==> config.mk <==
export PLATFORM = sky130hd
export DESIGN_NAME = vsu_op_sched_flat
export DESIGN_NICKNAME = d
export VERILOG_FILES = /design/src/rtl/vsu_op_sched_if.sv /design/src/rtl/vsu_op_sched.sv /design/src/flat_wrapper.sv
export SDC_FILE = /design/constraint.sdc
export NUM_CORES = 1
export LEC_CHECK = 0
export ABC_AREA = 1
export BUFFER_PORTS_ARGS = -buffer_cell sky130_fd_sc_hd__buf_2
export CAP_MARGIN = 20
export CORE_ASPECT_RATIO = 0.9
export CORE_MARGIN = 2
export CORE_UTILIZATION = 59
export CTS_BUF_LIST = sky130_fd_sc_hd__clkbuf_4 sky130_fd_sc_hd__clkbuf_8
export CTS_CLUSTER_SIZE = 14
export DETAILED_ROUTE_END_ITERATION = 12
export GPL_TIMING_DRIVEN = 0
export PLACE_DENSITY = 0.84
export REMOVE_ABC_BUFFERS = 1
export SETUP_SLACK_MARGIN = 0.15
export SYNTH_ARGS = -nofsm -noshare
export SYNTH_HDL_FRONTEND = slang
export SYNTH_SLANG_ARGS = --single-unit
==> constraint.sdc <==
create_clock -name clk_i -period 2.5 [get_ports clk_i]
set_clock_uncertainty 0.1 [all_clocks]
set_input_delay 0.125 -clock clk_i [delete_from_list [all_inputs] [get_ports clk_i]]
set_output_delay 0.125 -clock clk_i [all_outputs]
set_load 0.05 [all_outputs]
==> src/rtl/vsu_op_sched_if.sv <==
// Bundle between the VSU operand scheduler and its environment: store request,
// per-lane VRF read requests, credit returns, completion and debug visibility.
interface vsu_op_sched_if #(
  parameter int unsigned NrLane       = 4,
  parameter int unsigned InOpBufDepth = 4,
  parameter int unsigned VlBWidth     = 16,
  parameter int unsigned IdWidth      = 3
);
  localparam int unsigned CreditW = $clog2(InOpBufDepth + 1);

  // Handshakes: a transfer happens in a cycle where valid and ready are both
  // high; valid never depends on ready, and ready may depend on valid only on
  // the acceptor side. Each rd lane is an independent valid/ready pair.
  logic                               req_valid_i;
  logic                               req_ready_o;
  logic [4:0]                         req_vs_i;
  logic [VlBWidth-1:0]                req_vlB_i;
  logic [IdWidth-1:0]                 req_id_i;
  logic [NrLane-1:0]                  rd_valid_o;
  logic [NrLane-1:0]                  rd_ready_i;
  logic [4:0]                         rd_vreg_o;
  logic [NrLane-1:0][VlBWidth-1:0]    rd_off_o;
  logic [NrLane-1:0]                  op_pop_i;
  logic                               issue_done_o;
  logic [IdWidth-1:0]                 issue_id_o;
  logic                               busy_o;
  logic                               dbg_state_o;
  logic [NrLane-1:0][CreditW-1:0]     dbg_credit_o;

  modport slave (
    input  req_valid_i, req_vs_i, req_vlB_i, req_id_i, rd_ready_i, op_pop_i,
    output req_ready_o, rd_valid_o, rd_vreg_o, rd_off_o, issue_done_o,
           issue_id_o, busy_o, dbg_state_o, dbg_credit_o
  );

  modport master (
    output req_valid_i, req_vs_i, req_vlB_i, req_id_i, rd_ready_i, op_pop_i,
    input  req_ready_o, rd_valid_o, rd_vreg_o, rd_off_o, issue_done_o,
           issue_id_o, busy_o, dbg_state_o, dbg_credit_o
  );
endinterface

==> src/rtl/vsu_op_sched.sv <==
// VSU operand scheduler: splits a vector store into per-lane VRF row reads,
// gated by per-lane credits mirroring the VSU operand FIFO occupancy.
module vsu_op_sched #(
  parameter int unsigned NrLane       = 4,
  parameter int unsigned InOpBufDepth = 4,
  parameter int unsigned LaneWordB    = 8,
  parameter int unsigned VlBWidth     = 16,
  parameter int unsigned IdWidth      = 3
) (
  input logic            clk_i,
  input logic            rst_ni,
  vsu_op_sched_if.slave  bus
);
  localparam int unsigned RowBytes = NrLane * LaneWordB;
  localparam int unsigned RowShift = $clog2(RowBytes);
  localparam int unsigned CreditW  = $clog2(InOpBufDepth + 1);

  typedef enum logic {IDLE = 1'b0, ISSUE = 1'b1} state_e;

  state_e                           state_q;
  logic [4:0]                       vs_q;
  logic [IdWidth-1:0]               id_q;
  logic [VlBWidth:0]                rows_q;
  logic [VlBWidth:0]                rows_new;
  logic [NrLane-1:0][VlBWidth:0]    row_q;
  logic [NrLane-1:0][CreditW-1:0]   credit_q;
  logic [NrLane-1:0]                rd_valid;
  logic [NrLane-1:0]                rd_hs;
  logic [NrLane-1:0]                lane_done;
  logic                             all_done;
  logic                             req_ready;
  logic                             req_hs;

  // Ceiling divide by the row size; one extra bit keeps vlB near max from wrapping.
  always_comb begin
    rows_new = ({1'b0, bus.req_vlB_i} + (VlBWidth+1)'(RowBytes - 1)) >> RowShift;
    for (int i = 0; i < NrLane; i++) begin
      lane_done[i] = (row_q[i] == rows_q);
      rd_valid[i]  = (state_q == ISSUE) && (row_q[i] < rows_q) && (credit_q[i] != '0);
    end
    rd_hs     = rd_valid & bus.rd_ready_i;
    all_done  = (state_q == ISSUE) && (&lane_done);
    req_ready = (state_q == IDLE) || all_done;
    req_hs    = bus.req_valid_i && req_ready;
  end

  always_ff @(posedge clk_i or negedge rst_ni) begin
    if (!rst_ni) begin
      state_q <= IDLE;
      rows_q  <= '0;
      row_q   <= '0;
    end else if (req_hs) begin
      state_q <= ISSUE;
      rows_q  <= rows_new;
      row_q   <= '0;
    end else if (all_done) begin
      state_q <= IDLE;
    end else begin
      for (int i = 0; i < NrLane; i++) begin
        if (rd_hs[i]) row_q[i] <= row_q[i] + (VlBWidth+1)'(1);
      end
    end
  end

  // Instruction tags are only observed while their valids are high.
  always_ff @(posedge clk_i) begin
    if (req_hs) begin
      vs_q <= bus.req_vs_i;
      id_q <= bus.req_id_i;
    end
  end

  // Credits track free slots in each lane FIFO and survive across instructions.
  always_ff @(posedge clk_i or negedge rst_ni) begin
    if (!rst_ni) begin
      for (int i = 0; i < NrLane; i++) credit_q[i] <= CreditW'(InOpBufDepth);
    end else begin
      for (int i = 0; i < NrLane; i++) begin
        if (rd_hs[i] && !bus.op_pop_i[i]) begin
          credit_q[i] <= credit_q[i] - CreditW'(1);
        end else if (!rd_hs[i] && bus.op_pop_i[i] &&
                     (credit_q[i] < CreditW'(InOpBufDepth))) begin
          credit_q[i] <= credit_q[i] + CreditW'(1);
        end
      end
    end
  end

  always_comb begin
    for (int i = 0; i < NrLane; i++) bus.rd_off_o[i] = row_q[i][VlBWidth-1:0];
  end

  assign bus.req_ready_o  = req_ready;
  assign bus.rd_valid_o   = rd_valid;
  assign bus.rd_vreg_o    = vs_q;
  assign bus.issue_done_o = all_done;
  assign bus.issue_id_o   = id_q;
  assign bus.busy_o       = (state_q == ISSUE);
  assign bus.dbg_state_o  = state_q;
  assign bus.dbg_credit_o = credit_q;
endmodule

==> src/flat_wrapper.sv <==
// flat-port wrapper written by rule: the top's interface ports become plain ports
module vsu_op_sched_flat 
#(
  parameter int unsigned NrLane       = 4,
  parameter int unsigned InOpBufDepth = 4,
  parameter int unsigned LaneWordB    = 8,
  parameter int unsigned VlBWidth     = 16,
  parameter int unsigned IdWidth      = 3
)
  (clk_i, rst_ni, bus_req_valid_i, bus_req_vs_i, bus_req_vlB_i, bus_req_id_i, bus_rd_ready_i, bus_op_pop_i, bus_req_ready_o, bus_rd_valid_o, bus_rd_vreg_o, bus_rd_off_o, bus_issue_done_o, bus_issue_id_o, bus_busy_o, bus_dbg_state_o, bus_dbg_credit_o);
  vsu_op_sched_if #(.NrLane(NrLane), .InOpBufDepth(InOpBufDepth), .VlBWidth(VlBWidth), .IdWidth(IdWidth)) bus_i ();
  input logic clk_i;
  input logic rst_ni;
  input wire logic [$bits(bus_i.req_valid_i)-1:0] bus_req_valid_i;
  input wire logic [$bits(bus_i.req_vs_i)-1:0] bus_req_vs_i;
  input wire logic [$bits(bus_i.req_vlB_i)-1:0] bus_req_vlB_i;
  input wire logic [$bits(bus_i.req_id_i)-1:0] bus_req_id_i;
  input wire logic [$bits(bus_i.rd_ready_i)-1:0] bus_rd_ready_i;
  input wire logic [$bits(bus_i.op_pop_i)-1:0] bus_op_pop_i;
  output wire logic [$bits(bus_i.req_ready_o)-1:0] bus_req_ready_o;
  output wire logic [$bits(bus_i.rd_valid_o)-1:0] bus_rd_valid_o;
  output wire logic [$bits(bus_i.rd_vreg_o)-1:0] bus_rd_vreg_o;
  output wire logic [$bits(bus_i.rd_off_o)-1:0] bus_rd_off_o;
  output wire logic [$bits(bus_i.issue_done_o)-1:0] bus_issue_done_o;
  output wire logic [$bits(bus_i.issue_id_o)-1:0] bus_issue_id_o;
  output wire logic [$bits(bus_i.busy_o)-1:0] bus_busy_o;
  output wire logic [$bits(bus_i.dbg_state_o)-1:0] bus_dbg_state_o;
  output wire logic [$bits(bus_i.dbg_credit_o)-1:0] bus_dbg_credit_o;
  assign bus_i.req_valid_i = bus_req_valid_i;
  assign bus_i.req_vs_i = bus_req_vs_i;
  assign bus_i.req_vlB_i = bus_req_vlB_i;
  assign bus_i.req_id_i = bus_req_id_i;
  assign bus_i.rd_ready_i = bus_rd_ready_i;
  assign bus_i.op_pop_i = bus_op_pop_i;
  assign bus_req_ready_o = bus_i.req_ready_o;
  assign bus_rd_valid_o = bus_i.rd_valid_o;
  assign bus_rd_vreg_o = bus_i.rd_vreg_o;
  assign bus_rd_off_o = bus_i.rd_off_o;
  assign bus_issue_done_o = bus_i.issue_done_o;
  assign bus_issue_id_o = bus_i.issue_id_o;
  assign bus_busy_o = bus_i.busy_o;
  assign bus_dbg_state_o = bus_i.dbg_state_o;
  assign bus_dbg_credit_o = bus_i.dbg_credit_o;
  vsu_op_sched #(.NrLane(NrLane), .InOpBufDepth(InOpBufDepth), .LaneWordB(LaneWordB), .VlBWidth(VlBWidth), .IdWidth(IdWidth)) u_core (.clk_i(clk_i), .rst_ni(rst_ni), .bus(bus_i));
endmodule
==> metrics.txt <==
commonest cells after routing, fill and taps aside nand2_1, nand3_1, buf_2; grt total ovfl 0; clock-pin slew on the worst setup and hold paths approximately 90 ps; post-layout min period 2660 ps; grt met3 use 0.0654; Final WS setup -155 ps; Crit Path Category reg -> out; most used routing layer met2; Syn. warnings 0; reg-to-reg startpoint u_core.rows_q[2]; layout cells sized above 1 0.331; detailed placement HPWL about 12,000 um; Worst setup EP type output port; site row count 37; via count roughly 7.5k; simple-gate portion of the synthesized area 0.298; area of the die 12,900 um^2; RR Endpoint u_core.bus.dbg_credit_o[2]; DRC Markers 0; min-delay worst type in -> reg; synth unique cells 39; diodes inserted 0; vias in the first global route ~7k; RSZ-0062 raised after global routing yes; Via density a little over 6; Starting Density 0.612; latest clock arrival within the worst-skew pair 410 ps; global-route wire length before repair roughly 33,000 um; Hold Path End u_core.rows_q[9]; worst relative slew slack 0.603; commonest non-fill, non-tap cell in the layout nand2_1; final net count roughly 1.1k; initial antenna violation count 0; total CTS buffers 9; Die Wd 120 um; compound-gate portion of the synthesized area 0.0392; die height around 110 um; drt pass-1 iters 9; final total power 3.79 mW; met1 usage 0.392; mapped cell area about 7100 um^2; Leak between 4 and 5 nW; Min-Delay Startpoint bus_req_vlB_i[13]; Synth Area per Inst between 7 and 8 um^2; Mapped Cells 912; highest clock rate roughly 380 MHz; P&R area growth vs syn 27.4%; endpoints failing hold 0; setup slack, reg-to-reg -100 ps; WP data arrival around 2400 ps; Slew Limit Fails 0; port buffer count 126; CTS Sinks a little over 100; Least-Margin Pin Slew slightly below 600 ps; final setup fails 63; CP Cell Sequence inv_4 -> buf_6 -> ha_4 -> nand2_1 -> inv_1 -> nand2_1 -> nor3_1 -> nand3_2 -> nor3_4 -> buf_6; number of synthesized flops with an enable pin 8; slowest stage cell on the critical path dfrtp_1; Synth Area in Adders 0.103; status finished with violations; Peak VDD IR 0.000463 V; asr flop ratio synth 0.921; Cell Pwr Density 420 nW/um^2; Tot GR Track Use 0.321; I/O Pins ~130; met2 GRT Util 0.532; Worst Path Required 2280 ps; DR iter-0 viols 1,132; failing checks setup timing; #FFs+latches synth about 100; crit start category flip-flop; Synth Area in XOR/XNOR 0.0556; post-synthesis mux area share 0.00141; H-tree depth 3; critical path fanouts, max 4; root buffer cell clkbuf_8; proportion of synthesized chip area in sequential cells 0.363; CP bufs+invs 4; Top Family by Delay on Critical Path simple AND/OR/NAND/NOR gates; CTS tree done; clk buf depth 2; average routed wire per standard cell ~20 um; Final period util 1.06; Main synth FF type dfrtp_1; pre-CTS setup slack -608 ps; GPL Wtd Cong 0.907; antenna-violating nets left 0; Core ar. roughly 12,000 um^2; drt total wl around 24,000 um; max-cap viol count 0; largest family of logic cells by synthesized area simple AND/OR/NAND/NOR gates; WHS Path Cells 4; R2R cell count 15; slowest cell delay on critical path 390 ps; pin count of the biggest net entering global routing 50
## cell type report
class                      count  area [um^2]
multi-input combinational    628         4210
sequential                   101         2610
fill                         716         2550
timing repair buffer         210         1400
inverter                     104          412
tap                          156          195
clock buffer                  10          131
clock inverter                 6         77.6
## synthesized netlist by cell type (2+ instances only)
cell,n,area [um^2]
nand2_1,187,702
nand3_1,148,741
inv_1,99,372
dfrtp_1,89,2230
nor2_1,73,274
buf_4,69,518
ha_1,52,651
xor2_1,29,254
nor3_1,21,105
o21ai_0,20,100
a21oi_1,19,95.1
xnor2_1,16,140
nand4_1,14,87.6
buf_2,12,60.1
edfxtp_1,8,240
nand3b_1,7,52.6
nand2_2,5,31.3
dfstp_2,4,105
fa_1,4,80.1
nor3b_1,4,30.0
clkinv_1,3,11.3
o21bai_1,3,22.5
a21o_1,2,15.0
and2_1,2,12.5
and3_1,2,12.5
clkbuf_1,2,7.51
inv_2,2,7.51
nor2_2,2,12.5
nor3_2,2,20.0
nor4_1,2,12.5
o21ai_1,2,10.0
## repair_timing
action                                  in CTS  in global routing
buffers inserted                            42                 19
gates cloned                                 3                  3
endpoints found under the hold margin       60                  0
resized for setup                          107                 73
endpoints found under the setup margin     101                100
hold buffers                                20                  0
pin swaps                                   23                 26
## stage by stage
step / TNS [ps] / std cells / util / cell area [um^2] / hold slack, ps
2_1_floorplan: -60150 / 828 / - / 6490 / -271
3_3_place_gp: -71410 / 1110 / 0.632 / 7310 / 201
3_5_place_dp: -34410 / 1112 / 0.636 / 7360 / 67.0
4_1_cts: 0 / 1193 / 0.740 / 8560 / 7.95
5_1_grt: -6730 / 1215 / 0.780 / 9030 / 17.1
6_report: -1650 / 1215 / 0.780 / 9030 / 11.3
## where the power goes
part | switching (mW) | total, mW | internal, mW
Combinational | 0.578 | 0.837 | 0.258
Clock | 0.602 | 1.17 | 0.566
Sequential | 0.0619 | 1.79 | 1.72
## cells by family after synthesis
| group | after synthesis |
|---|---|
| muxes | 1 |
| and+or+nand+nor | 471 |
| AOI/OAI and AO/OA | 50 |
| adders and majority gates | 56 |
| DFF | 101 |
| buffers and inverters | 188 |
| xor gates and xnor gates | 45 |
## sequential cells by signal, summed over array words and instances (netlist names)
register	count
u_core.bus.rd_vreg_o	5
u_core.bus.issue_id_o	3
u_core.bus.rd_off_o	64
u_core.bus.busy_o	1
u_core.bus.dbg_credit_o	12
u_core.row_q	4
u_core.rows_q	12
## worst min-delay path, cell delays in order
cell,delay [ps]
buf_2,110
nand4_1,70
nand3_1,80
o21ai_0,80
## per-layer routing
metal | part of all wire | up-vias
li1 | - | 3197
met1 | 0.35 | 3425
met2 | 0.47 | 628
met3 | 0.11 | 207
met4 | 0.077 | 0
met5 | 0 | -
## how the worst max path moves through the flow
stage	slack, ps	endpoint	cells after the start	startpoint
3_3_place_gp	-1170	u_core.bus.rd_off_o[22]	13	u_core.rows_q[11]
5_1_grt	-200	u_core.bus.dbg_credit_o[2]	15	u_core.rows_q[1]
6_report	-160	bus_issue_done_o	10	u_core.rows_q[4]
3_5_place_dp	-610	u_core.bus.rd_off_o[20]	13	u_core.rows_q[11]
2_1_floorplan	-980	u_core.bus.rd_off_o[18]	12	u_core.bus.rd_off_o[16]
4_1_cts	130	bus_req_ready_o	8	u_core.rows_q[0]
No activity file was read; power rests on OpenSTA's default activity.
